**src/rtl/exec_sequencer.sv**
```systemverilog
// Execute-stage sequencer for a Y86-64 core: latches one decoded instruction,
// drives the shared ALU for one cycle and holds the result until memory takes it.
module exec_sequencer (
  input  logic        clk,
  input  logic        rst_n,
  input  logic        in_valid,
  output logic        in_ready,
  input  logic [3:0]  icode,
  input  logic [3:0]  ifun,
  input  logic [63:0] valA,
  input  logic [63:0] valB,
  input  logic [63:0] valC,
  output logic [63:0] alu_a,
  output logic [63:0] alu_b,
  output logic [1:0]  alu_fun,
  input  logic [63:0] alu_valE,
  input  logic [2:0]  alu_cf,
  output logic        out_valid,
  input  logic        out_ready,
  output logic [63:0] out_valE,
  output logic        out_cnd,
  output logic [3:0]  out_icode,
  output logic        out_err,
  output logic [2:0]  cc
);

  typedef enum logic [1:0] {IDLE, EXEC, DONE} state_t;

  state_t      state_reg, state_next;
  logic [3:0]  icode_reg, ifun_reg;
  logic [63:0] val_a_reg, val_b_reg, val_c_reg;
  logic [63:0] out_val_e_reg;
  logic [3:0]  out_icode_reg;
  logic        out_valid_reg, out_cnd_reg, out_err_reg;
  logic [2:0]  cc_reg;
  logic        accept, is_cmov_jmp, is_opq, exec_err, exec_cnd, cond_met, cc_update;
  logic        of_flag, sf_flag, zf_flag;

  assign accept = in_valid & in_ready;
  assign {of_flag, sf_flag, zf_flag} = cc_reg;

  assign is_cmov_jmp = (icode_reg == 4'h2) || (icode_reg == 4'h7);
  assign is_opq      = (icode_reg == 4'h6);
  assign exec_err    = (icode_reg >= 4'hC) ||
                       (is_opq && (ifun_reg > 4'h3)) ||
                       (is_cmov_jmp && (ifun_reg > 4'h6));
  assign cc_update   = is_opq && (ifun_reg <= 4'h3);

  // Condition uses the flags as they stood before this instruction.
  always_comb begin
    cond_met = 1'b0;
    case (ifun_reg)
      4'h0:    cond_met = 1'b1;
      4'h1:    cond_met = (sf_flag ^ of_flag) | zf_flag;
      4'h2:    cond_met = sf_flag ^ of_flag;
      4'h3:    cond_met = zf_flag;
      4'h4:    cond_met = ~zf_flag;
      4'h5:    cond_met = ~(sf_flag ^ of_flag);
      4'h6:    cond_met = ~(sf_flag ^ of_flag) & ~zf_flag;
      default: cond_met = 1'b0;
    endcase
  end
  assign exec_cnd = is_cmov_jmp & cond_met;

  always_ff @(posedge clk or negedge rst_n) begin
    if (!rst_n) state_reg <= IDLE;
    else        state_reg <= state_next;
  end

  always_comb begin
    state_next = state_reg;
    in_ready   = 1'b0;
    alu_a      = 64'd0;
    alu_b      = 64'd0;
    alu_fun    = 2'b00;
    case (state_reg)
      IDLE: begin
        in_ready = 1'b1;
        if (in_valid) state_next = EXEC;
      end
      EXEC: begin
        state_next = DONE;
        case (icode_reg)
          4'h2, 4'h6:       alu_a = val_a_reg;
          4'h3, 4'h4, 4'h5: alu_a = val_c_reg;
          4'h8, 4'hA:       alu_a = 64'hFFFF_FFFF_FFFF_FFF8;
          4'h9, 4'hB:       alu_a = 64'd8;
          default:          alu_a = 64'd0;
        endcase
        case (icode_reg)
          4'h4, 4'h5, 4'h6, 4'h8, 4'h9, 4'hA, 4'hB: alu_b = val_b_reg;
          default:                                  alu_b = 64'd0;
        endcase
        if (is_opq) alu_fun = ifun_reg[1:0];
      end
      DONE: begin
        in_ready = out_ready;
        if (out_ready) state_next = in_valid ? EXEC : IDLE;
      end
      default: state_next = IDLE;
    endcase
  end

  always_ff @(posedge clk or negedge rst_n) begin
    if (!rst_n) begin
      icode_reg     <= 4'h0;
      ifun_reg      <= 4'h0;
      val_a_reg     <= 64'd0;
      val_b_reg     <= 64'd0;
      val_c_reg     <= 64'd0;
      out_val_e_reg <= 64'd0;
      out_icode_reg <= 4'h0;
      out_valid_reg <= 1'b0;
      out_cnd_reg   <= 1'b0;
      out_err_reg   <= 1'b0;
      cc_reg        <= 3'b001;
    end else begin
      if (accept) begin
        icode_reg <= icode;
        ifun_reg  <= ifun;
        val_a_reg <= valA;
        val_b_reg <= valB;
        val_c_reg <= valC;
      end
      if (state_reg == EXEC) begin
        out_val_e_reg <= alu_valE;
        out_icode_reg <= icode_reg;
        out_cnd_reg   <= exec_cnd;
        out_err_reg   <= exec_err;
        out_valid_reg <= 1'b1;
        if (cc_update) cc_reg <= alu_cf;
      end else if ((state_reg == DONE) && out_ready) begin
        out_valid_reg <= 1'b0;
      end
    end
  end

  assign out_valid = out_valid_reg;
  assign out_valE  = out_val_e_reg;
  assign out_cnd   = out_cnd_reg;
  assign out_icode = out_icode_reg;
  assign out_err   = out_err_reg;
  assign cc        = cc_reg;

endmodule

```
**config.mk**
```make
export PLATFORM = sky130hd
export DESIGN_NAME = exec_sequencer
export DESIGN_NICKNAME = d
export VERILOG_FILES = /design/src/rtl/exec_sequencer.sv
export SDC_FILE = /design/constraint.sdc
export NUM_CORES = 1
export LEC_CHECK = 0
export ABC_AREA = 1
export CAP_MARGIN = 20
export CORE_AREA = 2 2 184 186
export DETAILED_ROUTE_END_ITERATION = 10
export DIE_AREA = 0 0 186 188
export HOLD_SLACK_MARGIN = 0.15
export PLACE_DENSITY = 0.69
export SYNTH_ARGS = -nofsm -noshare
export SYNTH_HDL_FRONTEND = slang
export SYNTH_SLANG_ARGS = --single-unit
```
**constraint.sdc**
```tcl
create_clock -name clk -period 2.4 [get_ports clk]
set_input_delay 0.6 -clock clk [delete_from_list [all_inputs] [get_ports clk]]
set_output_delay 0.6 -clock clk [all_outputs]
set_load 0.05 [all_outputs]
```
==> reports/qor.log, run 1 <==
[clock_tree] number of buffers added by the clock tree synthesis step 31
[synthesis] compound-cell area share of the yosys netlist 0.0597
[synthesis] sequential share of the synthesized area 0.573
[job] number of maximum-capacitance constraint violations 0
[critical_path] Worst Setup End Kind output port
[timing] fmax 360 MHz
[global_routing] number of antenna violations at the first check in global routing 10
[synthesis] Netlist Area Pre-Place 12,000 sq um
[place] gp weighted congestion 0.873
[layout] post-route non-filler standard cell count 2,558
[clock_tree] clock tree root buffer cell sky130_fd_sc_hd__clkbuf_16
[synthesis] number of synthesis warnings 0
[synthesis] post-synthesis share of cell area spent on xor and xnor gates 0
[clock_tree] number of H-tree levels 1
[global_routing] gr usage total 0.267
[routing] number of antenna-violating nets in the routed design 0
[global_routing] pin count of the biggest net entering global routing 73
[timing] setup repair after global routing missed its margin yes
[critical_path] cell with the largest stage delay on the worst path sky130_fd_sc_hd__dfrtp_2
[timing] Hold Worst Slack 0.468 ns
[layout] fraction of layout cells with a size suffix above 1 0.235
[floorplanning] # rows 67
[clock_tree] clk_lat worst skew 0.56 ns
[layout] NumNets Final 2,350
[synthesis] area share of the leading cell type in the synthesized netlist 0.571
[floorplanning] initial cell density of the core 0.364
[critical_path] crit path launch type register
[synthesis] top cells by area in the synthesized netlist sky130_fd_sc_hd__dfrtp_1 57%, sky130_fd_sc_hd__nand2_1 29%, sky130_fd_sc_hd__a21oi_1 5.2%, sky130_fd_sc_hd__nor2_1 2.3%, sky130_fd_sc_hd__buf_2 2.2%
[timing] tightest slew margin relative to the limit 0.509
[synthesis] Post-Synth Adder-Cell Area 0
[floorplanning] die span in x 186 um
[place] half-perimeter wire length of the detailed placement result 29.3 mm
[layout] fillcell total 2,575
[timing] Clock Skews 0.0116 ns
[outcome] violations in the final reports negative setup slack
[place] placed cell count 2,432
[timing] slew at the pin with the worst max-slew slack 0.737 ns
[critical_path] maximum cell stage delay along the critical path 0.48 ns
[routing] routed via count 12,600
[global_routing] GRT Residual Overflow 0
[synthesis] predominant post-synthesis flop cell sky130_fd_sc_hd__dfrtp_1
[timing] max-slew violation count 0
[place] Buffers on Ports 475
[worst_hold_path] min-delay worst type register to register
[outcome] status complete, but fails checks
[floorplanning] Die Span Y 188 um
[synthesis] number of enable flip-flop cells after synthesis 0
[synthesis] largest family of logic cells by synthesized area simple AND/OR/NAND/NOR gates
[floorplanning] Core Area 33,100 sq um
[synthesis] post-synthesis share of cell area spent on and, or, nand and nor gates 0.324
[critical_path] Crit path arrival time 2.18 ns
[critical_path] chain of cells forming the critical path buf_6 -> nor2_4 -> buf_12 -> clkbuf_16 -> a21oi_2 -> a21oi_2 -> buf_12
[synthesis] flip-flop and latch count after synthesis 276
[global_routing] wire length of the first global-routing pass 72.1 mm
[floorplanning] Die Area 35,000 sq um
[synthesis] share of flip-flops with an asynchronous set or reset after synthesis 1.00
[synthesis] number of library cell types mapped by synthesis 19
[global_routing] via count of the first global-routing pass 13,000
[synthesis] most instantiated library cell after synthesis sky130_fd_sc_hd__nand2_1
[clock_tree] clock transition at the registers of the reported paths 0.06 ns
[power] Total Power 0.0213 W
[synthesis] most area-hungry cell type in the Yosys netlist sky130_fd_sc_hd__dfrtp_1
[timing] Hold Violations, Final 0
[timing] number of setup violations in the final report 130
[critical_path] category of the critical setup timing path register to output port
[synthesis] Post-Synthesis Mean Instance Area 7.68 sq um
[synthesis] Synth Net Count 1,839
[routing] number of search-and-repair iterations in the first detailed-routing pass 5
[timing] Worst Slack Setup Final -0.379 ns
[critical_path] largest fanout on the critical path 8
[clock_tree] deepest clock path buffer count 3
[routing] DRC Markers 0
[critical_path] Buffers & Inverters on Critical Path 4
[layout] area growth from synthesis to final layout 81.5%
[power] areal power density over the cells 975 nW/um^2
[power] Worst IR Drop VDD 692 uV
[synthesis] Post-Syn Instances 1,568
[routing] Starting DRT DRC Count 830
[synthesis] most frequent cells after synthesis 943 x sky130_fd_sc_hd__nand2_1, 275 x sky130_fd_sc_hd__dfrtp_1, 126 x sky130_fd_sc_hd__a21oi_1
[routing] Avg Vias per Cell 4.93
[floorplanning] number of top-level design ports 476
[critical_path] worst endpoint required time 1.80 ns
[layout] Final Util 0.660
[power] total leakage power 10.0 nW
[timing] fin crit share 1.16
[clock_tree] clock tree from TritonCTS built
[critical_path] gate family responsible for the most delay along the worst path buffers and inverters
[routing] total detailed-routing wirelength 50.0 mm
[clock_tree] number of sinks on the clock net 276
[routing] Routed WL per cell 19.5 um
[synthesis] multiplexer share of the synthesized area 0
[place] pre-CTS setup slack 0.126 ns
[timing] clock period minus final worst setup slack 2.78 ns
## repair_timing
| item | CTS | global route |
|---|---|---|
| pin swaps | 29 | 66 |
| setup endpoints to repair | 135 | 134 |
| hold buffers | 1 | 0 |
| gates cloned | 20 | 13 |
| endpoints found under the hold margin | 51 | 0 |
| buffers inserted | 33 | 5 |
| gates resized for setup | 254 | 109 |
## routing by layer
| metal | GRT usage | wire length (um) |
|---|---|---|
| met1 | 0.319 | 19500 |
| met2 | 0.453 | 24400 |
| met3 | 0.0575 | 3770 |
| met4 | 0.128 | 2280 |
| met5 | 0 | 0 |
## per-stage QoR
| stage | instance area [sq um] | setup TNS [ns] |
|---|---|---|
| detailed placement | 18400 | 0 |
| global route | 21900 | -45.11 |
| CTS | 21200 | -36.46 |
| global placement | 18400 | 0 |
| floorplan | 12200 | -2.57 |
| finish | 21900 | -36.78 |
## path summary, 6_finish.rpt
kind,slack [ns],depth (start not counted),end,startpoint
min in group asynchronous,0.58,2,out_valE[50]$_DFFE_PN0P_,rst_n
max in group asynchronous,0.97,3,val_b_reg[53]$_DFFE_PN0P_,rst_n
hold / removal,0.47,2,out_valE[8]$_DFFE_PN0P_,out_valE[8]$_DFFE_PN0P_
setup / recovery,-0.38,7,alu_a[61],icode_reg[3]$_DFFE_PN0P_
hold reg to reg,0.47,2,out_valE[8]$_DFFE_PN0P_,out_valE[8]$_DFFE_PN0P_
setup reg to reg,0.64,7,out_err$_DFFE_PN0P_,state_reg[0]$_DFFE_PN0P_
## cell families (layout without fill, tap and decap cells)
family                 Yosys count  in the layout
and+or+nand+nor               1032           1032
DFF                            276            276
AOI/OAI and AO/OA              143            143
buffers and inverters          117            649
other                            0             10
## power by group
part,leakage [nW],switching (W),internal [W]
logic,6.10,0.00597,0.00377
registers,3.40,0.000876,0.00594
clock network,0.506,0.00194,0.00283
## cell type report
class,instances,area [sq um],area share
repair buffers,575,7380,0.337
flip-flops and latches,276,6910,0.316
multi-input cells,1175,5870,0.268
clock buffers,43,911,0.0417
well taps,448,561,0.0256
clock inverters,11,110,0.00504
inverters,20,98.8,0.00452
diodes,10,25.0,0.00114
## cells in the final DEF, fill, tap and decap left out
cell,instances
sky130_fd_sc_hd__a21oi_2,83
sky130_fd_sc_hd__clkdlybuf4s50_1,332
sky130_fd_sc_hd__bufbuf_16,1
sky130_fd_sc_hd__clkbuf_8,9
sky130_fd_sc_hd__nor2_1,6
sky130_fd_sc_hd__buf_12,117
sky130_fd_sc_hd__nand2_8,1
sky130_fd_sc_hd__nand3_1,9
sky130_fd_sc_hd__a21oi_4,30
sky130_fd_sc_hd__inv_4,2
sky130_fd_sc_hd__buf_16,14
sky130_fd_sc_hd__o21ai_1,1
sky130_fd_sc_hd__clkinv_2,8
sky130_fd_sc_hd__diode_2,10
sky130_fd_sc_hd__dfrtp_1,273
sky130_fd_sc_hd__clkinvlp_4,2
sky130_fd_sc_hd__inv_6,1
sky130_fd_sc_hd__o21ai_0,15
sky130_fd_sc_hd__clkbuf_1,3
sky130_fd_sc_hd__dlygate4sd3_1,1
sky130_fd_sc_hd__buf_6,52
sky130_fd_sc_hd__inv_2,4
sky130_fd_sc_hd__nor3_4,1
sky130_fd_sc_hd__nand2_1,933
sky130_fd_sc_hd__dfrtp_2,2
sky130_fd_sc_hd__dfstp_2,1
sky130_fd_sc_hd__buf_8,6
sky130_fd_sc_hd__bufinv_16,2
sky130_fd_sc_hd__dlymetal6s2s_1,4
sky130_fd_sc_hd__inv_1,11
sky130_fd_sc_hd__nand2_4,5
sky130_fd_sc_hd__nor2_4,72
sky130_fd_sc_hd__inv_12,1
sky130_fd_sc_hd__dlygate4sd2_1,5
sky130_fd_sc_hd__nand2_2,5
sky130_fd_sc_hd__buf_4,32
sky130_fd_sc_hd__a21oi_1,14
sky130_fd_sc_hd__clkbuf_16,42
## worst register-to-register path: cells and delay by family (launching register included)
kind	cells	cell delay, ns
DFF	1	0.40
and+or+nand+nor	3	0.32
buffers and inverters	4	0.97
(Power assumes the default switching activity.)
==> run 2: changes to the inputs <==
--- a/config.mk
+++ b/config.mk
@@ -12,6 +12,7 @@
 export DIE_AREA = 0 0 186 188
 export HOLD_SLACK_MARGIN = 0.15
 export PLACE_DENSITY = 0.69
+export SLEW_MARGIN = 25
 export SYNTH_ARGS = -nofsm -noshare
 export SYNTH_HDL_FRONTEND = slang
 export SYNTH_SLANG_ARGS = --single-unit
==> constraint.sdc (replaced) <==
create_clock -name clk -period 2.4 [get_ports clk]
set_input_delay 0.6 -clock clk [delete_from_list [all_inputs] [get_ports clk]]
set_output_delay 0.6 -clock clk [all_outputs]
set_load 0.02 [all_outputs]
==> run 2 against run 1 <==
The run still ends with negative setup slack left. Power shrank 6.4%. Critical path depth grew 1. Largest cell class unchanged. Critical endpoint is now alu_a[53]. Final area shrank 3.5%.
==> reports/qor.log, run 2 (same netlist as run 1, synthesis figures left out) <==
[outcome] status complete, but fails checks
[outcome] violations in the final reports negative setup slack
[timing] Worst Slack Setup Final -0.360 ns
[critical_path] Crit path arrival time 2.16 ns
[timing] fmax 362 MHz
[place] half-perimeter wire length of the detailed placement result 29.2 mm
[clock_tree] number of H-tree levels 1
[floorplanning] number of top-level design ports 476
[layout] Final Util 0.637
[clock_tree] clock tree from TritonCTS built
[routing] total detailed-routing wirelength 47.1 mm
[clock_tree] number of sinks on the clock net 276
[power] areal power density over the cells 947 nW/um^2
[routing] Routed WL per cell 18.1 um
[timing] setup repair after global routing missed its margin yes
[place] Buffers on Ports 475
[clock_tree] clock tree root buffer cell sky130_fd_sc_hd__clkbuf_16
[global_routing] gr usage total 0.247
[critical_path] category of the critical setup timing path register to output port
[timing] max-slew violation count 0
[power] total leakage power 10.0 nW
[timing] fin crit share 1.15
[global_routing] pin count of the biggest net entering global routing 80
[routing] Starting DRT DRC Count 801
[timing] number of setup violations in the final report 130
[layout] area growth from synthesis to final layout 75.0%
[routing] number of antenna-violating nets in the routed design 0
[global_routing] number of antenna violations at the first check in global routing 9
[routing] Avg Vias per Cell 4.87
[global_routing] wire length of the first global-routing pass 68.0 mm
[layout] top library cells by usage in the layout, fill and taps aside 934 x sky130_fd_sc_hd__nand2_1, 342 x sky130_fd_sc_hd__clkdlybuf4s50_1, 273 x sky130_fd_sc_hd__dfrtp_1
[critical_path] slack of the worst reg-to-reg path 0.71 ns
[power] Worst IR Drop VDD 534 uV
[global_routing] GRT Residual Overflow 0
[power] Total Power 0.0200 W
[floorplanning] initial cell density of the core 0.364
[clock_tree] number of buffers added by the clock tree synthesis step 31
[global_routing] via count of the first global-routing pass 12,500
[clock_tree] deepest clock path buffer count 3
[timing] slew at the pin with the worst max-slew slack 0.615 ns
[floorplanning] # rows 67
[floorplanning] Core Area 33,100 sq um
[timing] clock period minus final worst setup slack 2.76 ns
[critical_path] largest fanout on the critical path 5
[routing] number of search-and-repair iterations in the first detailed-routing pass 6
[critical_path] worst endpoint required time 1.80 ns
[critical_path] Worst Setup End Kind output port
[floorplanning] Die Area 35,000 sq um
[layout] post-route non-filler standard cell count 2,611
[layout] fraction of layout cells with a size suffix above 1 0.231
[floorplanning] Die Span Y 188 um
[place] placed cell count 2,464
[place] gp weighted congestion 0.864
[floorplanning] die span in x 186 um
[routing] DRC Markers 0
[timing] tightest slew margin relative to the limit 0.590
[clock_tree] clock transition at the registers of the reported paths 0.06 ns
[layout] NumNets Final 2,401
[layout] final cell area excluding filler cells 21,100 sq um
[layout] most frequent standard cell in the layout excluding fill and tap cells sky130_fd_sc_hd__nand2_1
[job] number of maximum-capacitance constraint violations 0
[timing] Clock Skews 0.0213 ns
[routing] routed via count 12,700
[worst_hold_path] min-delay worst type register to register
[timing] Hold Worst Slack 0.461 ns
[clock_tree] clk_lat worst skew 0.57 ns
[timing] Hold Violations, Final 0
[place] cell area reported after detailed placement 17,900 sq um
[critical_path] crit path launch type register
-- run 2: critical path: stages, from the launching register on --
cell and delay, ns:
sky130_fd_sc_hd__dfrtp_2 0.44, sky130_fd_sc_hd__buf_6 0.13, sky130_fd_sc_hd__nor3_4 0.22, sky130_fd_sc_hd__buf_12 0.16, sky130_fd_sc_hd__buf_12 0.12, sky130_fd_sc_hd__clkbuf_16 0.14, sky130_fd_sc_hd__a21oi_1 0.05, sky130_fd_sc_hd__a21oi_2 0.16
sky130_fd_sc_hd__buf_4 0.16
-- run 2: layout make-up --
class,count,area (sq um)
Fill cell,2698,12000
Multi-Input combinational cell,1175,5470
Inverter,20,85.1
Antenna cell,9,22.5
Timing Repair Buffer,626,6960
Tap cell,448,561
Clock buffer,42,887
Clock inverter,15,191
Sequential cell,276,6910
-- run 2: through the flow --
stage | worst slack, ns | TNS [ns]
3_5_place_dp | -0.173 | -7.31
2_1_floorplan | 0.288 | 0
3_3_place_gp | -0.174 | -6.40
5_1_grt | -0.417 | -42.81
6_report | -0.360 | -33.92
4_1_cts | -0.376 | -34.66
-- run 2: worst paths after layout --
check	from	endpoint	cells after the start
worst max-delay path	icode_reg[2]$_DFFE_PN0P_	alu_a[53]	8
min in group asynchronous	rst_n	val_c_reg[46]$_DFFE_PN0P_	2
worst min register to register	state_reg[0]$_DFFE_PN0P_	state_reg[1]$_DFFE_PN0P_	1
max in group asynchronous	rst_n	cc[0]$_DFFE_PN1P_	3
worst min-delay path	state_reg[0]$_DFFE_PN0P_	state_reg[1]$_DFFE_PN0P_	1
worst max register to register	state_reg[1]$_DFFE_PN0P_	val_a_reg[36]$_DFFE_PN0P_	10
-- run 2: layer usage --
| metal | vias up | GRT usage | wire (um) |
|---|---|---|---|
| met1 | 6040 | 0.302 | 18000 |
| li1 | 5958 | - | - |
| met5 | - | 0 | 13 |
| met4 | 2 | 0.129 | 2840 |
| met3 | 158 | 0.0517 | 3530 |
| met2 | 551 | 0.409 | 22800 |
-- run 2: timing repair --
item,4_1_cts,5_1_grt
resized for setup,705,331
cloned,10,14
pin swaps,4,47
buffers inserted,39,25
endpoints found under the hold margin,56,0
setup endpoints to repair,131,131
hold buffers,1,0
-- run 2: report_power, final --
group / switching, W / internal (W) / leakage (nW)
clock: 0.00200 / 0.00301 / 0.536
combinational: 0.00422 / 0.00395 / 6.07
sequential: 0.000847 / 0.00593 / 3.40
total: 0.00706 / 0.0129 / 10.0
==> run 3: changes to the inputs <==
--- a/config.mk
+++ b/config.mk
@@ -7,11 +7,14 @@
 export LEC_CHECK = 0
 export ABC_AREA = 1
 export CAP_MARGIN = 20
-export CORE_AREA = 2 2 184 186
+export CELL_PAD_IN_SITES_DETAIL_PLACEMENT = 0
+export CELL_PAD_IN_SITES_GLOBAL_PLACEMENT = 1
+export CORE_ASPECT_RATIO = 0.8
+export CORE_MARGIN = 1
+export CORE_UTILIZATION = 33
 export DETAILED_ROUTE_END_ITERATION = 10
-export DIE_AREA = 0 0 186 188
 export HOLD_SLACK_MARGIN = 0.15
-export PLACE_DENSITY = 0.69
+export PLACE_DENSITY = 0.95
 export SLEW_MARGIN = 25
 export SYNTH_ARGS = -nofsm -noshare
 export SYNTH_HDL_FRONTEND = slang
==> run 3 against run 2 <==
The flow still finishes with violations (negative setup slack). Largest cell class is now registers. Global-route usage is 1.6 points lower. Worst setup slack worse by 0.0011 ns. Final area is 4.9% lower. Critical endpoint is now alu_a[14]. Maximum frequency hardly changed.
==> reports/qor.log, run 3 (same netlist as run 1, synthesis figures left out) <==
[outcome] status complete, but fails checks
[outcome] violations in the final reports negative setup slack
[clock_tree] number of sinks on the clock net 276
[critical_path] critical path depth in cells 8
[place] half-perimeter wire length of the detailed placement result 31.0 mm
[place] Buffers on Ports 475
[timing] Worst Slack Setup Final -0.361 ns
[critical_path] maximum cell stage delay along the critical path 0.45 ns
[clock_tree] clock transition at the registers of the reported paths 0.06 ns
[worst_hold_path] number of instances on the worst hold path 1
[layout] fraction of layout cells with a size suffix above 1 0.189
[place] cell area reported after detailed placement 17,900 sq um
[critical_path] chain of cells forming the critical path buf_6 -> nor3_4 -> buf_6 -> buf_12 -> buf_12 -> a21oi_1 -> a21oi_1 -> buf_4
[critical_path] worst endpoint required time 1.80 ns
[place] pre-CTS setup slack -0.216 ns
[power] areal power density over the cells 948 nW/um^2
[worst_hold_path] beginning of the worst hold path state_reg[0]$_DFFE_PN0P_
[critical_path] reg-to-reg endpoint val_c_reg[4]$_DFFE_PN0P_
[layout] post-route non-filler standard cell count 2,601
[timing] setup repair after global routing missed its margin yes
[critical_path] Reg2Reg Launch Point state_reg[0]$_DFFE_PN0P_
[power] Sequential Power Share 0.358
[clock_tree] number of H-tree levels 1
[global_routing] pin count of the biggest net entering global routing 64
[layout] area growth from synthesis to final layout 66.4%
[global_routing] gr usage total 0.231
[routing] number of search-and-repair iterations in the first detailed-routing pass 5
[power] combinational power share 0.378
[clock_tree] clock tree from TritonCTS built
[power] reported net switching power 0.00661 W
[power] Clock power frac 0.264
[floorplanning] Core Area 35,900 sq um
[layout] NumNets Final 2,364
[timing] Hold Violations, Final 0
[critical_path] category of the critical setup timing path register to output port
[layout] final cell area excluding filler cells 20,000 sq um
[global_routing] via count of the first global-routing pass 12,400
[job] number of maximum-capacitance constraint violations 0
[critical_path] cell count of the worst reg-to-reg path 10
[critical_path] cell with the largest stage delay on the worst path sky130_fd_sc_hd__dfrtp_2
[floorplanning] die span in x 216 um
[timing] fmax 362 MHz
[timing] clock period minus final worst setup slack 2.76 ns
[floorplanning] Die Area 37,300 sq um
[critical_path] Worst Setup End Kind output port
[worst_hold_path] Min-Delay Endpoint state_reg[1]$_DFFE_PN0P_
[critical_path] gate family responsible for the most delay along the worst path buffers and inverters
[timing] max-slew violation count 0
[routing] DRC Markers 0
[critical_path] Buffers & Inverters on Critical Path 5
[power] Worst IR Drop VDD 713 uV
[critical_path] largest fanout on the critical path 10
[layout] top library cells by usage in the layout, fill and taps aside 932 x sky130_fd_sc_hd__nand2_1, 342 x sky130_fd_sc_hd__clkdlybuf4s50_1, 272 x sky130_fd_sc_hd__dfrtp_1
[worst_hold_path] min-delay worst type register to register
[floorplanning] initial cell density of the core 0.335
[power] total leakage power 9.66 nW
[floorplanning] # rows 62
[clock_tree] number of buffers added by the clock tree synthesis step 30
[power] internal power 0.0124 W
[global_routing] wire length of the first global-routing pass 68.5 mm
[critical_path] crit path launch type register
[clock_tree] clk_lat worst skew 0.56 ns
[place] gp weighted congestion 0.904
[timing] slew at the pin with the worst max-slew slack 0.665 ns
[timing] fin crit share 1.15
[floorplanning] number of top-level design ports 476
[routing] Routed WL per cell 17.5 um
[timing] Clock Skews 0.00663 ns
[timing] tightest slew margin relative to the limit 0.556
[routing] routed via count 12,600
[layout] Final Util 0.558
[floorplanning] Die Span Y 173 um
[clock_tree] clock tree root buffer cell sky130_fd_sc_hd__clkbuf_16
[routing] number of antenna-violating nets in the routed design 0
[clock_tree] deepest clock path buffer count 3
[global_routing] GRT Residual Overflow 0
[global_routing] number of antenna violations at the first check in global routing 6
[critical_path] slack of the worst reg-to-reg path 0.54 ns
[layout] most frequent standard cell in the layout excluding fill and tap cells sky130_fd_sc_hd__nand2_1
[routing] Starting DRT DRC Count 929
[timing] number of setup violations in the final report 130
[routing] total detailed-routing wirelength 45.6 mm
[critical_path] Crit path arrival time 2.16 ns
[place] placed cell count 2,509
[routing] Avg Vias per Cell 4.83
[power] switching part of the total 0.348
run 3: worst max path at each step:
stage                              from         to  slack, ns
6_report       icode_reg[2]$_DFFE_PN0P_  alu_a[14]      -0.36
5_1_grt        icode_reg[2]$_DFFE_PN0P_  alu_a[48]      -0.44
4_1_cts        icode_reg[3]$_DFFE_PN0P_  alu_a[62]      -0.45
3_5_place_dp   icode_reg[2]$_DFFE_PN0P_  alu_a[62]      -0.22
3_3_place_gp   icode_reg[0]$_DFFE_PN0P_  alu_a[62]      -0.18
2_1_floorplan  icode_reg[0]$_DFFE_PN0P_  alu_a[10]       0.29
run 3: power by group through the flow:
stage | Clock (W) | Sequential [W] | Combinational (W)
detailed placement | 0 | 0.00680 | 0.00606
CTS | 0.00510 | 0.00675 | 0.00642
global route | 0.00530 | 0.00694 | 0.00773
global placement | 0 | 0.00677 | 0.00592
finish | 0.00501 | 0.00681 | 0.00717
floorplan | 0 | 0.00718 | 0.00240
run 3: routing by layer:
metal,up-vias,track usage,part of all wire,wire [um]
met3,95,0.0515,0.077,3510
met1,6090,0.304,0.42,19000
met4,2,0.0845,0.036,1620
met5,-,0,0.00029,13
met2,515,0.373,0.47,21500
li1,5865,-,-,-
run 3: metrics by stage:
| step | setup TNS [ns] | hold slack (ns) | power, W |
|---|---|---|---|
| after global routing | -44.56 | 0.458 | 0.0200 |
| after CTS | -37.22 | 0.458 | 0.0183 |
| after global placement | -8.31 | 0.436 | 0.0127 |
| final | -34.33 | 0.458 | 0.0190 |
| after floorplan | 0 | 0.304 | 0.00959 |
| after detailed placement | -12.48 | 0.450 | 0.0129 |
run 3: final cells by class:
type,count,area [sq um]
Sequential cell,276,6910
Timing Repair Buffer,590,6210
Antenna cell,5,12.5
Clock inverter,10,154
Multi-Input combinational cell,1175,5140
Clock buffer,45,928
Fill cell,3175,15900
Tap cell,480,601
Inverter,20,82.6
run 3: what timing repair did:
action,CTS,global route
gates cloned,4,10
pin swaps,2,25
setup buffers,10,8
gates resized for setup,616,240
hold endpoints to repair,44,0
setup endpoints to repair,132,130
hold buffers,1,0
